--- config.mk ---
export PLATFORM = sky130hd
export DESIGN_NAME = neo_pixel_strand_receiver
export DESIGN_NICKNAME = d
export VERILOG_FILES = /design/src/rtl/neo_pixel_strand_receiver.sv
export SDC_FILE = /design/constraint.sdc
export NUM_CORES = 1
export LEC_CHECK = 0
export ABC_CLOCK_PERIOD_IN_PS = 8900
export CAP_MARGIN = 20
export CORE_ASPECT_RATIO = 1.2
export CORE_MARGIN = 2
export CORE_UTILIZATION = 59
export DETAILED_ROUTE_END_ITERATION = 16
export GPL_ROUTABILITY_DRIVEN = 0
export GPL_TIMING_DRIVEN = 0
export PLACE_DENSITY = 0.87
export SLEW_MARGIN = 20
export SYNTH_ARGS = -nofsm -noshare
export SYNTH_HDL_FRONTEND = slang
export SYNTH_SLANG_ARGS = --single-unit
--- constraint.sdc ---
create_clock -name clock -period 8.9 [get_ports clock]
set_input_delay 2.225 -clock clock [delete_from_list [all_inputs] [get_ports clock]]
set_output_delay 2.225 -clock clock [all_outputs]
set_load 0.02 [all_outputs]
--- src/rtl/neo_pixel_strand_receiver.sv ---
// WS2812-style serial receiver: recovers bits from high-pulse widths, assembles
// 24-bit GRB pixels MSB-first and reports the end-of-frame latch period.
module neo_pixel_strand_receiver #(
    parameter int NUM_PIXELS   = 5,
    parameter int BIT_THRESH   = 26,
    parameter int MIN_HIGH     = 8,
    parameter int MAX_HIGH     = 100,
    parameter int LATCH_CYCLES = 2500
) (
    input  logic        clock,
    input  logic        reset,
    input  logic        neo_data,
    output logic [23:0] pixel_grb,
    output logic [2:0]  pixel_index,
    output logic        pixel_valid,
    output logic        frame_done,
    output logic [2:0]  frame_pixels,
    output logic        bit_error
);

    typedef enum logic [1:0] {
        SYNC = 2'd0,
        IDLE = 2'd1,
        HIGH = 2'd2,
        LOW  = 2'd3
    } state_t;

    localparam logic [6:0]  HI_MAX   = 7'(MAX_HIGH);
    localparam logic [6:0]  HI_MIN   = 7'(MIN_HIGH);
    localparam logic [6:0]  HI_THR   = 7'(BIT_THRESH);
    localparam logic [11:0] LO_LATCH = 12'(LATCH_CYCLES);
    localparam logic [2:0]  PIX_MAX  = 3'(NUM_PIXELS);

    state_t      state, state_next;
    logic        sync1, sync2, data_d;
    logic [6:0]  hi_cnt, hi_next, hi_inc;
    logic [11:0] lo_cnt, lo_next, lo_inc;
    logic [4:0]  bit_cnt, bit_next;
    logic [2:0]  pix_cnt, pix_next;
    logic [23:0] shift_reg, shift_next, shifted;
    logic [23:0] grb_next;
    logic [2:0]  index_next, fpix_next;
    logic        valid_next, done_next, err_next;
    logic        rise, new_bit;

    // State, counters, synchronizer and registered outputs.
    always_ff @(posedge clock or posedge reset) begin
        if (reset) begin
            sync1        <= 1'b0;
            sync2        <= 1'b0;
            data_d       <= 1'b0;
            state        <= SYNC;
            hi_cnt       <= 7'd0;
            lo_cnt       <= 12'd0;
            bit_cnt      <= 5'd0;
            pix_cnt      <= 3'd0;
            shift_reg    <= 24'd0;
            pixel_grb    <= 24'd0;
            pixel_index  <= 3'd0;
            pixel_valid  <= 1'b0;
            frame_done   <= 1'b0;
            frame_pixels <= 3'd0;
            bit_error    <= 1'b0;
        end else begin
            sync1        <= neo_data;
            sync2        <= sync1;
            data_d       <= sync2;
            state        <= state_next;
            hi_cnt       <= hi_next;
            lo_cnt       <= lo_next;
            bit_cnt      <= bit_next;
            pix_cnt      <= pix_next;
            shift_reg    <= shift_next;
            pixel_grb    <= grb_next;
            pixel_index  <= index_next;
            pixel_valid  <= valid_next;
            frame_done   <= done_next;
            frame_pixels <= fpix_next;
            bit_error    <= err_next;
        end
    end

    // Pulse-width decoding, pixel assembly and latch detection.
    always_comb begin
        rise       = sync2 & ~data_d;
        hi_inc     = (hi_cnt >= HI_MAX) ? HI_MAX : (hi_cnt + 7'd1);
        lo_inc     = (lo_cnt == 12'hFFF) ? lo_cnt : (lo_cnt + 12'd1);
        new_bit    = (hi_cnt > HI_THR);
        shifted    = {shift_reg[22:0], new_bit};
        state_next = state;
        hi_next    = hi_cnt;
        lo_next    = lo_cnt;
        bit_next   = bit_cnt;
        pix_next   = pix_cnt;
        shift_next = shift_reg;
        grb_next   = pixel_grb;
        index_next = pixel_index;
        valid_next = 1'b0;
        done_next  = 1'b0;
        fpix_next  = frame_pixels;
        err_next   = bit_error;

        case (state)
            SYNC: begin
                bit_next = 5'd0;
                pix_next = 3'd0;
                if (sync2) begin
                    lo_next = 12'd0;
                end else if (lo_inc == LO_LATCH) begin
                    lo_next    = 12'd0;
                    state_next = IDLE;
                end else begin
                    lo_next = lo_inc;
                end
            end
            IDLE: begin
                if (rise) begin
                    hi_next    = 7'd0;
                    state_next = HIGH;
                end else begin
                    state_next = IDLE;
                end
            end
            HIGH: begin
                if (sync2) begin
                    hi_next = hi_inc;
                    if (hi_inc == HI_MAX) begin
                        err_next   = 1'b1;
                        lo_next    = 12'd0;
                        state_next = SYNC;
                    end else begin
                        state_next = HIGH;
                    end
                end else if (hi_cnt < HI_MIN) begin
                    // Glitch: leave the low counter running from the last real bit.
                    state_next = LOW;
                end else begin
                    shift_next = shifted;
                    lo_next    = 12'd0;
                    state_next = LOW;
                    if (bit_cnt == 5'd23) begin
                        bit_next = 5'd0;
                        if (pix_cnt == PIX_MAX) begin
                            err_next = 1'b1;
                        end else begin
                            grb_next   = shifted;
                            index_next = pix_cnt;
                            valid_next = 1'b1;
                            pix_next   = pix_cnt + 3'd1;
                        end
                    end else begin
                        bit_next = bit_cnt + 5'd1;
                    end
                end
            end
            LOW: begin
                if (rise) begin
                    hi_next    = 7'd0;
                    state_next = HIGH;
                end else if (lo_inc == LO_LATCH) begin
                    lo_next    = lo_inc;
                    done_next  = 1'b1;
                    fpix_next  = pix_cnt;
                    bit_next   = 5'd0;
                    pix_next   = 3'd0;
                    err_next   = bit_error | (bit_cnt != 5'd0);
                    state_next = IDLE;
                end else begin
                    lo_next = lo_inc;
                end
            end
            default: begin
                state_next = SYNC;
            end
        endcase
    end

endmodule

==> metrics.md, run 1 <==
| Metric | Value |
|---|---|
| Worst slew pin tran | `789 ps` |
| Leakage | `between 2 and 2.5 nW` |
| Max_slew headroom | `47.3%` |
| Total wire length | `8.97 mm` |
| Max Clk Rate | `279 MHz` |
| Register area | `2200 sq um` |
| Largest net degree at the start of global routing | `47` |
| H-tree lvl count | `3` |
| Slowest cell on crit path | `clkdlybuf4s50_1` |
| Cells along the critical path | `clkdlybuf4s50_1` |
| Nets | `488` |
| CP top delay family | `buffers and inverters` |
| Final setup vio count | `0` |
| Clk sink count | `88` |
| Origin of the worst min-delay path | `sync1$_DFF_PP0_` |
| Worst path required time | `6680 ps` |
| Root buffer cell | `clkbuf_8` |
| Total power | `679 uW` |
| Hold Crit Depth | `0` |
| Syn Inst Count | `431` |
| Vias in the first global route | `3,351` |
| WP data arrival | `approximately 1400 ps` |
| Status | `complete, no violations` |
| Min Tclk post-route | `3580 ps` |
| Synth top area share | `50.0%` |
| CP peak stage delay | `610 ps` |
| Slack of the worst reg-to-reg path | `6410 ps` |
| Worst Clk Skew | `between 10 and 15 ps` |
| Slew Limit Fails | `0` |
| WP buf/inv | `1` |
| Via count | `3,344` |
| Syn Std Cell Area | `4400 sq um` |
| Number of synthesized flops with an enable pin | `0` |
| Hold Crit Class | `flip-flop to flip-flop` |
| Crit share post-route | `40.2%` |
| Worst R2R Path Depth | `8` |
| Most instantiated library cell after synthesis | `nand2_1` |
| Area leader, netlist | `dfrtp_1` |
| FP Rows | `34` |
| Yosys reg bits | `88` |
| Clock transition at path regs | `90 ps` |
| Fill cell count | `538` |
| CP Launch Type | `flip-flop` |
| Vias per cell | `5.84` |
| Clk_lat worst skew | `between 300 and 400 ps` |
| Sequential area share after synthesis | `roughly half` |
| Postcts setup bufs | `0` |
| Longest Clk Path Bufs | `2` |
| First-pass GRT wire length | `15.8 mm` |
| Worst Hold Endpoint | `sync2$_DFF_PP0_` |
| Crit end category | `primary output` |
| RSZ-0062 raised after global routing | `false` |
| Ratio of cells with drive above 1 in the final layout | `19.3%` |
| CP Class | `flip-flop to primary output` |
| GRT Residual Overflow | `0` |
| Total Routing Usage GR | `23.8%` |
| Ys flop type | `dfrtp_1` |
| Hold_buf cts | `0` |
| Total CTS buffers | `9` |
| Mean Syn Cell Area | `10.2 sq um` |
| Initial drt markers | `224` |
| Reg-to-Reg Start | `bit_cnt[1]$_DFFE_PP0P_` |
| Hpwl dp | `6.19 mm` |
| Post-synthesis to final-layout area growth | `15.3%` |
| Multi-input logic area | `2000 sq um` |
| Worst setup margin | `~5300 ps` |
| ANT nets after route | `0` |
| # DRC | `0` |
| DIE WIDTH | `82.9 microns` |
| Post-cts resize count | `0` |
| Core area | `approximately 7200 sq um` |
| TNS Setup | `0 ps` |
| Die area | `~8200 sq um` |
| CTS tree | `built` |
| Die Y | `98.6 microns` |
| Cell variety after synth | `69` |
| Largest cells by area after synthesis | `dfrtp_1 (50%), nand2_1 (8.1%), mux2_2 (6.7%)` |
| DRT Pass-1 Iters | `4` |
| VDD IR-drop max | `105 uV` |
| Pwr/cell area | `134 nW/um^2` |
| Syn. warnings | `0` |
| Max cap viols | `0` |
| Initial cell density of the core | `60.9%` |
| CP max FO | `2` |
| Antenna violations before repair | `0` |
| Post-place setup slack | `5600 ps` |
| ANT cells | `0` |
| I/O Pins | `36` |
| Avg WL per Cell | `15.7 microns` |
| PortBufs | `35` |
| Syn_nets | `441` |
| Most frequent cells after synthesis | `nand2_1 (95), dfrtp_1 (88), mux2_2 (26)` |
| Fraction of registers with async set/reset | `100%` |
| Worst R2R End | `pixel_grb[13]$_DFFE_PP0P_` |
| Largest register FFs | `24` |
| Hold Violations, Final | `0` |
-- report_power, final --
| group | internal (mW) | switching (mW) | leakage (nW) |
|---|---|---|---|
| Clock | 0.106 | 0.153 | 0.0879 |
| Combinational | 0.00515 | 0.0126 | 1.10 |
| Sequential | 0.401 | 0.00162 | 1.22 |
| Total | 0.512 | 0.167 | 2.40 |
-- cells in the final DEF, fill, tap and decap left out, types with 3 or more instances in the layout --
cell type and count:
a21o_1 5, a21oi_1 22, a31oi_1 6, and2_1 3, and3_1 6, buf_2 8, buf_4 3, buf_6 4
clkbuf_8 10, clkdlybuf4s50_1 35, dfrtp_1 88, ha_1 7, inv_1 15, inv_6 3, mux2_2 26, nand2_1 95
nand3_1 21, nand4_1 6, nor2_1 22, nor3_1 8, o21ai_0 8, o21ai_1 7, o21ai_2 4, o31ai_1 5
xnor2_1 3
-- stage by stage --
stage                     hold WS (ps)  cell area (sq um)  std cells  utilization [%]
after floorplan                    331               4400        431                -
after CTS                          364               5070        573             70.2
after global routing               374               5070        573             70.2
final                              363               5070        573             70.2
after global placement             335               4860        556             67.3
after detailed placement           343               4890        557             67.7
-- kinds of logic after synthesis --
logic type | Yosys count | synth area share (%)
AO/OA/AOI/OAI | 83 | 14.5
flip-flops | 88 | 50.0
adder cells (fa/ha/maj) | 7 | 1.99
XOR/XNOR | 4 | 0.796
buffers and inverters | 35 | 4.49
AND/OR/NAND/NOR | 187 | 21.3
multiplexers | 27 | 6.88
-- cell type report --
type,instances,share of cell area (%)
well taps,90,2.22
clock buffers,10,2.52
clock inverters,6,1.01
inverters,16,1.23
multi-input cells,308,39.5
repair buffers,36,7.45
flip-flops and latches,88,43.4
plain buffers,19,2.71
-- per-layer routing --
layer / track usage [%] / up-vias / share of wire, %
met2: 39.3 / 82 / 50
met4: 8.83 / 0 / 1.7
met1: 31.6 / 1644 / 45
met3: 4.52 / 14 / 3.7
met5: 0 / - / 0
li1: - / 1604 / -
-- worst max path at each step --
stage,from,to,slack (ps),cells past startpoint
finish,pixel_grb[19]$_DFFE_PP0P_,pixel_grb[19],5320,1
global route,pixel_grb[17]$_DFFE_PP0P_,pixel_grb[17],5280,1
CTS,pixel_grb[19]$_DFFE_PP0P_,pixel_grb[19],5310,1
detailed placement,reset,hi_cnt[2]$_DFFE_PP0P_,5600,3
global placement,reset,pixel_grb[5]$_DFFE_PP0P_,3090,2
floorplan,reset,bit_cnt[0]$_DFFE_PP0P_,4400,1
Power figures use the tool's default switching activity.
==> run 2, diff against run 1 <==
Settings changed: ABC_CLOCK_PERIOD_IN_PS 8900 to 3000, CORE_UTILIZATION 59 to 52, PLACE_DENSITY 0.87 to 0.81.
Clock period 8.9 ns to 3 ns, I/O delays scaled along.
==> run 2 against run 1 <==
Highest routed layer unchanged. Sequential power increased to 3.0 times the previous value. Critical path depth increased by 7. Critical path type is now flip-flop to flip-flop. Global-route usage decreased by 3.3 points. Largest power group unchanged. Clock skew increased by 1.7 ps. Worst setup slack got worse by 4900 ps. Die area increased by 13%. Via count decreased by 0.93%. Register-to-register slack got worse by 6000 ps. Routed wire length decreased by 2.4%. Largest cell class unchanged.
==> metrics.md, run 2 (synthesized netlist as in run 1, its figures left out) <==
| Metric | Value |
|---|---|
| Status | `complete, no violations` |
| Die area | `about 9000 sq um` |
| Via count | `roughly 3,300` |
| Core Util, Final | `63.6%` |
| Internal Pwr Total | `1.63 mW` |
| Hpwl dp | `between 6 and 7 mm` |
| Antenna violations before repair | `0` |
| Fill cell count | `about 640` |
| TNS Setup | `0 ps` |
| Max Clk Rate | `between 300 and 400 MHz` |
| Crit end category | `flip-flop` |
| FP Rows | `36` |
| DIE WIDTH | `88.0 microns` |
| Final setup vio count | `0` |
| Max cap viols | `0` |
| Setup crit start | `bit_cnt[1]$_DFFE_PP0P_` |
| Switching portion of total power | `between 20% and 30%` |
| Post-cts resize count | `0` |
| Placed Area | `4970 sq um` |
| GRT Residual Overflow | `0` |
| Clock transition at path regs | `90 ps` |
| Final cell area excluding filler cells | `just over 5000 sq um` |
| RSZ-0062 raised after global routing | `false` |
| Worst slew pin tran | `857 ps` |
| Multi-input logic area | `2000 sq um` |
| Slowest cell on crit path | `nor3b_1` |
| Die Y | `between 100 and 150 microns` |
| Max_slew headroom | `~43%` |
| Total CTS buffers | `9` |
| Hold Crit Class | `flip-flop to flip-flop` |
| CP Launch Type | `flip-flop` |
| Worst R2R Path Depth | `8` |
| Vias in the first global route | `3,241` |
| DRT Pass-1 Iters | `4` |
| Sequential share of power | `56.5%` |
| # DRC | `0` |
| VDD IR-drop max | `391 uV` |
| Reg-to-Reg Start | `bit_cnt[1]$_DFFE_PP0P_` |
| Pwr/cell area | `about 400 nW/um^2` |
| I/O Pins | `36` |
| Ratio of cells with drive above 1 in the final layout | `about a fifth` |
| Worst setup path end | `pixel_grb[16]$_DFFE_PP0P_` |
| Postcts setup bufs | `0` |
| Post-synthesis to final-layout area growth | `17.8%` |
| Vias per cell | `5.53` |
| First-pass GRT wire length | `15.2 mm` |
| Slew Limit Fails | `0` |
| Worst Clk Skew | `13.7 ps` |
| CTS tree | `built` |
| Cells along the critical path | `ha_1 > nand2_1 > nor3b_1 > nand4_2 > buf_2 > buf_2 > nand2_1 > nand2_1` |
| Clk sink count | `88` |
| Avg WL per Cell | `roughly 15 microns` |
| Commonest non-fill, non-tap cell in the layout | `nand2_1` |
| Initial drt markers | `276` |
| PortBufs | `35` |
| Min Tclk post-route | `around 2600 ps` |
| Nets | `between 400 and 500` |
| Total Routing Usage GR | `between 20% and 30%` |
| Worst R2R End | `pixel_grb[16]$_DFFE_PP0P_` |
| Leakage | `2.44 nW` |
| Clk_lat worst skew | `roughly 360 ps` |
| Comb pwr share | `roughly 2.9%` |
| Initial cell density of the core | `between 50 and 60%` |
| ANT cells | `0` |
| Commonest non-fill, non-tap cells in the layout | `nand2_1 (95), dfrtp_1 (88), clkdlybuf4s50_1 (35)` |
| Worst setup margin | `~410 ps` |
| Register area | `2200 sq um` |
| CP most frequent cell | `nand2_1` |
| Largest register FFs | `24` |
| Hold_buf cts | `0` |
| CP peak stage delay | `roughly 710 ps` |
| Post-place setup slack | `between 500 and 600 ps` |
| Hold Violations, Final | `0` |
| Clk network pwr share | `40.6%` |
| Core area | `8150 sq um` |
| CP Class | `flip-flop to flip-flop` |
| Largest net degree at the start of global routing | `35` |
| Crit share post-route | `between 80% and 90%` |
| Root buffer cell | `clkbuf_8` |
| ANT nets after route | `0` |
| Slack of the worst reg-to-reg path | `410 ps` |
| Worst path required time | `3240 ps` |
| CP max FO | `10` |
| WP data arrival | `about 2800 ps` |
| Longest Clk Path Bufs | `2` |
| Total wire length | `8.76 mm` |
| NetSw | `482 uW` |
| H-tree lvl count | `3` |
[run 2: metal layers]
layer	track usage, %	vias to the layer above	part of all wire [%]
li1	-	1611	-
met1	28.8	1614	46
met2	31.1	76	49
met3	4.50	12	4.0
met4	7.58	0	1.5
met5	0	-	0
[run 2: how the worst min path moves through the flow]
| stage | from | endpoint | slack [ps] | cells past startpoint |
|---|---|---|---|---|
| 2_1_floorplan | sync1$_DFF_PP0_ | sync2$_DFF_PP0_ | 330 | 0 |
| 4_1_cts | sync1$_DFF_PP0_ | sync2$_DFF_PP0_ | 360 | 0 |
| 3_3_place_gp | sync1$_DFF_PP0_ | sync2$_DFF_PP0_ | 330 | 0 |
| 5_1_grt | sync1$_DFF_PP0_ | sync2$_DFF_PP0_ | 380 | 0 |
| 6_report | sync1$_DFF_PP0_ | sync2$_DFF_PP0_ | 360 | 0 |
| 3_5_place_dp | sync1$_DFF_PP0_ | sync2$_DFF_PP0_ | 330 | 0 |
[run 2: power groups by stage]
| stage | Clock (mW) | Sequential [mW] | Combinational, mW |
|---|---|---|---|
| finish | 0.858 | 1.19 | 0.0610 |
| global placement | 0 | 1.22 | 0.0493 |
| CTS | 0.881 | 1.19 | 0.0633 |
| floorplan | 0 | 1.22 | 0.0367 |
| detailed placement | 0 | 1.22 | 0.0631 |
| global route | 0.935 | 1.20 | 0.0700 |
[run 2: area by class of cell]
| type | instances | share of cell area [%] |
|---|---|---|
| Buffer | 19 | 2.65 |
| Clock buffer | 10 | 2.65 |
| Clock inverter | 6 | 1.45 |
| Inverter | 16 | 1.23 |
| Multi-Input combinational cell | 308 | 38.6 |
| Sequential cell | 88 | 42.5 |
| Tap cell | 114 | 2.75 |
| Timing Repair Buffer | 38 | 8.20 |
[run 2: critical path: cells and delay by family (launching register included)]
family                     cells  cell delay, ps
buffers and inverters          2             500
adders and majority gates      1             230
and+or+nand+nor                5            1290
DFF                            1             440
[run 2: through the flow]
stage	power (mW)	hold slack [ps]	std cells
final	2.11	357	599
after global routing	2.20	378	599
after CTS	2.14	355	599
after detailed placement	1.28	335	583
after global placement	1.27	334	580
after floorplan	1.25	331	431
==> variant 1, RTL diff (settings of run 1) <==
Add an input register stage for `neo_data`; this delays it by one clock.
--- a/src/rtl/neo_pixel_strand_receiver.sv
+++ b/src/rtl/neo_pixel_strand_receiver.sv
@@ -31,6 +31,12 @@
     localparam logic [11:0] LO_LATCH = 12'(LATCH_CYCLES);
     localparam logic [2:0]  PIX_MAX  = 3'(NUM_PIXELS);
 
+    logic neo_data_q;
+
+    always_ff @(posedge clock) begin
+        neo_data_q <= neo_data;
+    end
+
     state_t      state, state_next;
     logic        sync1, sync2, data_d;
     logic [6:0]  hi_cnt, hi_next, hi_inc;
@@ -62,7 +68,7 @@
             frame_pixels <= 3'd0;
             bit_error    <= 1'b0;
         end else begin
-            sync1        <= neo_data;
+            sync1        <= neo_data_q;
             sync2        <= sync1;
             data_d       <= sync2;
             state        <= state_next;
Function: no difference found for any inputs over 10 cycles, from zero or initial values and one cycle with reset high; that may be too few to reach the edited logic, so the function may still have changed.
==> variant 1 against run 1 <==
- design area is 0.72% higher
- synthesized area is 0.45% higher
- sequential cell count is 1 higher
- routed wire length is 4.3% higher
- sequential power is 1% higher
- clock power is 7% higher
- register-to-register slack worse by 0.07 ns
- total power is 3.4% higher
- setup slack worse by 0.0025 ns
- core utilization is 0.089 points higher
- largest cell class unchanged
- largest power group unchanged
- highest routed layer unchanged
==> variant 1: results <==
[status]
status = "complete, no violations"

[logic_synthesis]
synth.distinct_cells = 70
synth_xor_area_frac = 0.00792
synthArstFlopShare = 0.989
synth_mux_area_frac = 0.0685
syn-num-nets = 442
syn_inst = 432
ys_top_cells_by_area = "dfrtp_1 50%, nand2_1 8.1%, mux2_2 6.6%"
synth_common_cells = "95 x nand2_1, 88 x dfrtp_1, 26 x mux2_2"
synth_adder_area_share = 0.0198
yosysSeqAreaShare = 0.503
synth_compound_area_frac = 0.144

[power_and_ir_drop]
p_leak_nw = 2.43
ir_drop_v = 0.000110
p_sw_frac = 0.248

[setup_path]
crit_end = "pixel_grb[2]"
r2r_setup_slack_ns = 6.34
crit_start = "pixel_grb[2]"
reg2regPathDepth = 8
worstReg2RegEnd = "pixel_grb[20]"
r2r-start = "bit_cnt[1]"
max_stage_delay_ns = 0.63

[detailed_routing]
vias = 3440
drt_iter0_markers = 255
drtPass1Iterations = 7
wirelength_mm = 9.36

[timing]
finClkSkew_ns = 0.0106
slew_headroom = 0.483

[cells_and_area]
final_net_count = 489
drive_gt1_frac = 0.194
finalNonFillerCells = 574

[clock_network]
cts_setup_buffers = 0
numCtsBuffers = 9
clkLatencyLatePin_ns = 0.35

[placement]
placed_cells = 558
dp_hpwl_mm = 6.47
placed_cell_area_um2 = 4910
port_buffers = 35

[global_route]
grt_max_degree = 51
track_usage = 0.239
grt_pass1_wl_mm = 16.0
-- variant 1: worst reg2reg max path, delay by kind of cell, from the launching register on --
kind                     cells  cell delay [ns]
adder cells (fa/ha/maj)      1             0.22
buffers and inverters        2             0.50
flip-flops                   1             0.44
AND/OR/NAND/NOR              5             1.30
-- variant 1: cell type report --
cell class	count	area, um^2
well taps	90	113
repair buffers	36	378
inverters	16	62.6
clock buffers	10	138
flip-flops and latches	89	2220
plain buffers	19	138
clock inverters	6	57.6
multi-input cells	308	2000
fillers	495	2160
-- variant 1: metal layers --
metal  up-vias  GRT usage  wire length, um  share of wire
met3        15     0.0494              458          0.049
met1      1697      0.308             3920           0.42
met4         0     0.0656              111          0.012
li1       1618          -                -              -
met5         -          0                0              0
met2       110      0.412             4870           0.52
-- variant 1: worst min-delay path by stage --
stage / startpoint / end / slack (ns)
finish: neo_data_q / sync1 / 0.33
global route: neo_data_q / sync1 / 0.36
CTS: neo_data_q / sync1 / 0.34
detailed placement: neo_data_q / sync1 / 0.32
global placement: neo_data_q / sync1 / 0.33
floorplan: neo_data_q / sync1 / 0.32
-- variant 1: logic make-up after synthesis --
group,Yosys count
adders and majority gates,7
and+or+nand+nor,187
buffers and inverters,35
muxes,27
DFF,89
AOI/OAI and AO/OA,83
xor gates and xnor gates,4
-- variant 1: power by group through the flow --
stage,clock network [mW],registers [mW],logic [mW]
floorplan,0,0.415,0.0123
global placement,0,0.415,0.0163
detailed placement,0,0.416,0.0188
CTS,0.281,0.408,0.0189
global route,0.300,0.408,0.0214
finish,0.276,0.408,0.0185
-- variant 1: through the flow --
step	utilization	setup slack [ns]
after floorplan	-	4.40
after global placement	0.671	3.14
after detailed placement	0.676	5.62
after CTS	0.702	5.28
after global routing	0.702	5.26
final	0.702	5.32
==> variant 2, RTL diff (config.mk and constraints of run 1) <==
Made on the original files. `LATCH_CYCLES`: 2500 -> 1875.
--- a/src/rtl/neo_pixel_strand_receiver.sv
+++ b/src/rtl/neo_pixel_strand_receiver.sv
@@ -5,7 +5,7 @@
     parameter int BIT_THRESH   = 26,
     parameter int MIN_HIGH     = 8,
     parameter int MAX_HIGH     = 100,
-    parameter int LATCH_CYCLES = 2500
+    parameter int LATCH_CYCLES = 1875
 ) (
     input  logic        clock,
     input  logic        reset,
Behaviour: no difference found for any inputs over 10 cycles, from zero or initial values and one cycle with reset high; that may be too few to reach the edited logic, so the function may still have changed.
==> variant 2 against run 1 <==
- total power hardly changed
- largest power group unchanged
- sequential cell count is the same
- maximum frequency down 0.28%
- global-route usage down 0.61 points
- design area decreased by 5.9%
- routed wire length decreased by 7.3%
- critical path type unchanged
- synthesized area fell by 6.6%
- clock power is essentially flat
- clock skew fell by 0.0014 ns
- setup slack lost 0.010 ns
- critical path depth did not move
- core utilization is 0.32 points higher
- via count fell by 11%
- combinational power grew 6%
==> variant 2: results <==
[status]
status = "complete, no violations"

[timing]
worstMarginPinSlew_ns = 0.689
finClkSkew_ns = 0.0106
finalCritPeriodShare = 0.404

[setup_path]
r2r-start = "hi_cnt[0]"
reg2regPathDepth = 9
r2r_setup_slack_ns = 6.09
worstReg2RegEnd = "lo_cnt[10]"

[global_route]
grt_pass1_wl_mm = 13.7
track_usage = 0.232
grt_max_degree = 57
grt_pass1_vias = 2868

[logic_synthesis]
syn-num-nets = 369
yosysSeqAreaShare = 0.536
synth_common_cells = "88 x dfrtp_1, 50 x mux2_2, 24 x nor2_1"
synth.distinct_cells = 59
syn_inst = 359

[clock_network]
cts_setup_buffers = 0
cts-htree-levels = 3

[detailed_routing]
vias = 2965
drt_iter0_markers = 166
wirelength_mm = 8.31

[power_and_ir_drop]
p_leak_nw = 2.22

[cells_and_area]
drive_gt1_frac = 0.214
nFillCells = 486

[placement]
placed_cells = 482
dp_slack_ns = 5.52
variant 2: area by class of cell:
cell class | count | area (um^2) | area share
buffer | 17 | 75.1 | 0.0157
clock inverter | 6 | 52.6 | 0.0110
inverter | 12 | 47.5 | 0.00996
multi-input combinational | 242 | 1790 | 0.375
sequential | 88 | 2200 | 0.461
clock buffer | 10 | 128 | 0.0267
timing repair buffer | 36 | 370 | 0.0776
tap | 87 | 109 | 0.0228
variant 2: kinds of logic after synthesis:
family / count (synthesis) / synth area share
and+or+nand+nor: 100 / 0.132
adders and majority gates: 7 / 0.0213
xor gates and xnor gates: 1 / 0.00213
AOI/OAI and AO/OA: 80 / 0.132
buffers and inverters: 29 / 0.0292
DFF: 88 / 0.536
muxes: 54 / 0.148
variant 2: per-layer routing:
layer / up-vias / track usage / routed length, um
li1: 1408 / - / -
met1: 1468 / 0.293 / 3570
met2: 74 / 0.397 / 4290
met5: - / 0 / 0
met4: 0 / 0.0833 / 131
met3: 15 / 0.0464 / 319
variant 2: worst max-delay path by stage:
stage | start | end | cells past startpoint
3_5_place_dp | reset | lo_cnt[4] | 3
4_1_cts | pixel_grb[22] | pixel_grb[22] | 1
2_1_floorplan | reset | bit_cnt[0] | 1
5_1_grt | pixel_grb[8] | pixel_grb[8] | 1
3_3_place_gp | reset | lo_cnt[5] | 2
6_report | pixel_grb[22] | pixel_grb[22] | 1
variant 2: power breakdown:
part / switching (mW) / internal [mW]
registers: 0.00163 / 0.401
logic: 0.0130 / 0.00570
clock network: 0.152 / 0.105
total: 0.167 / 0.512
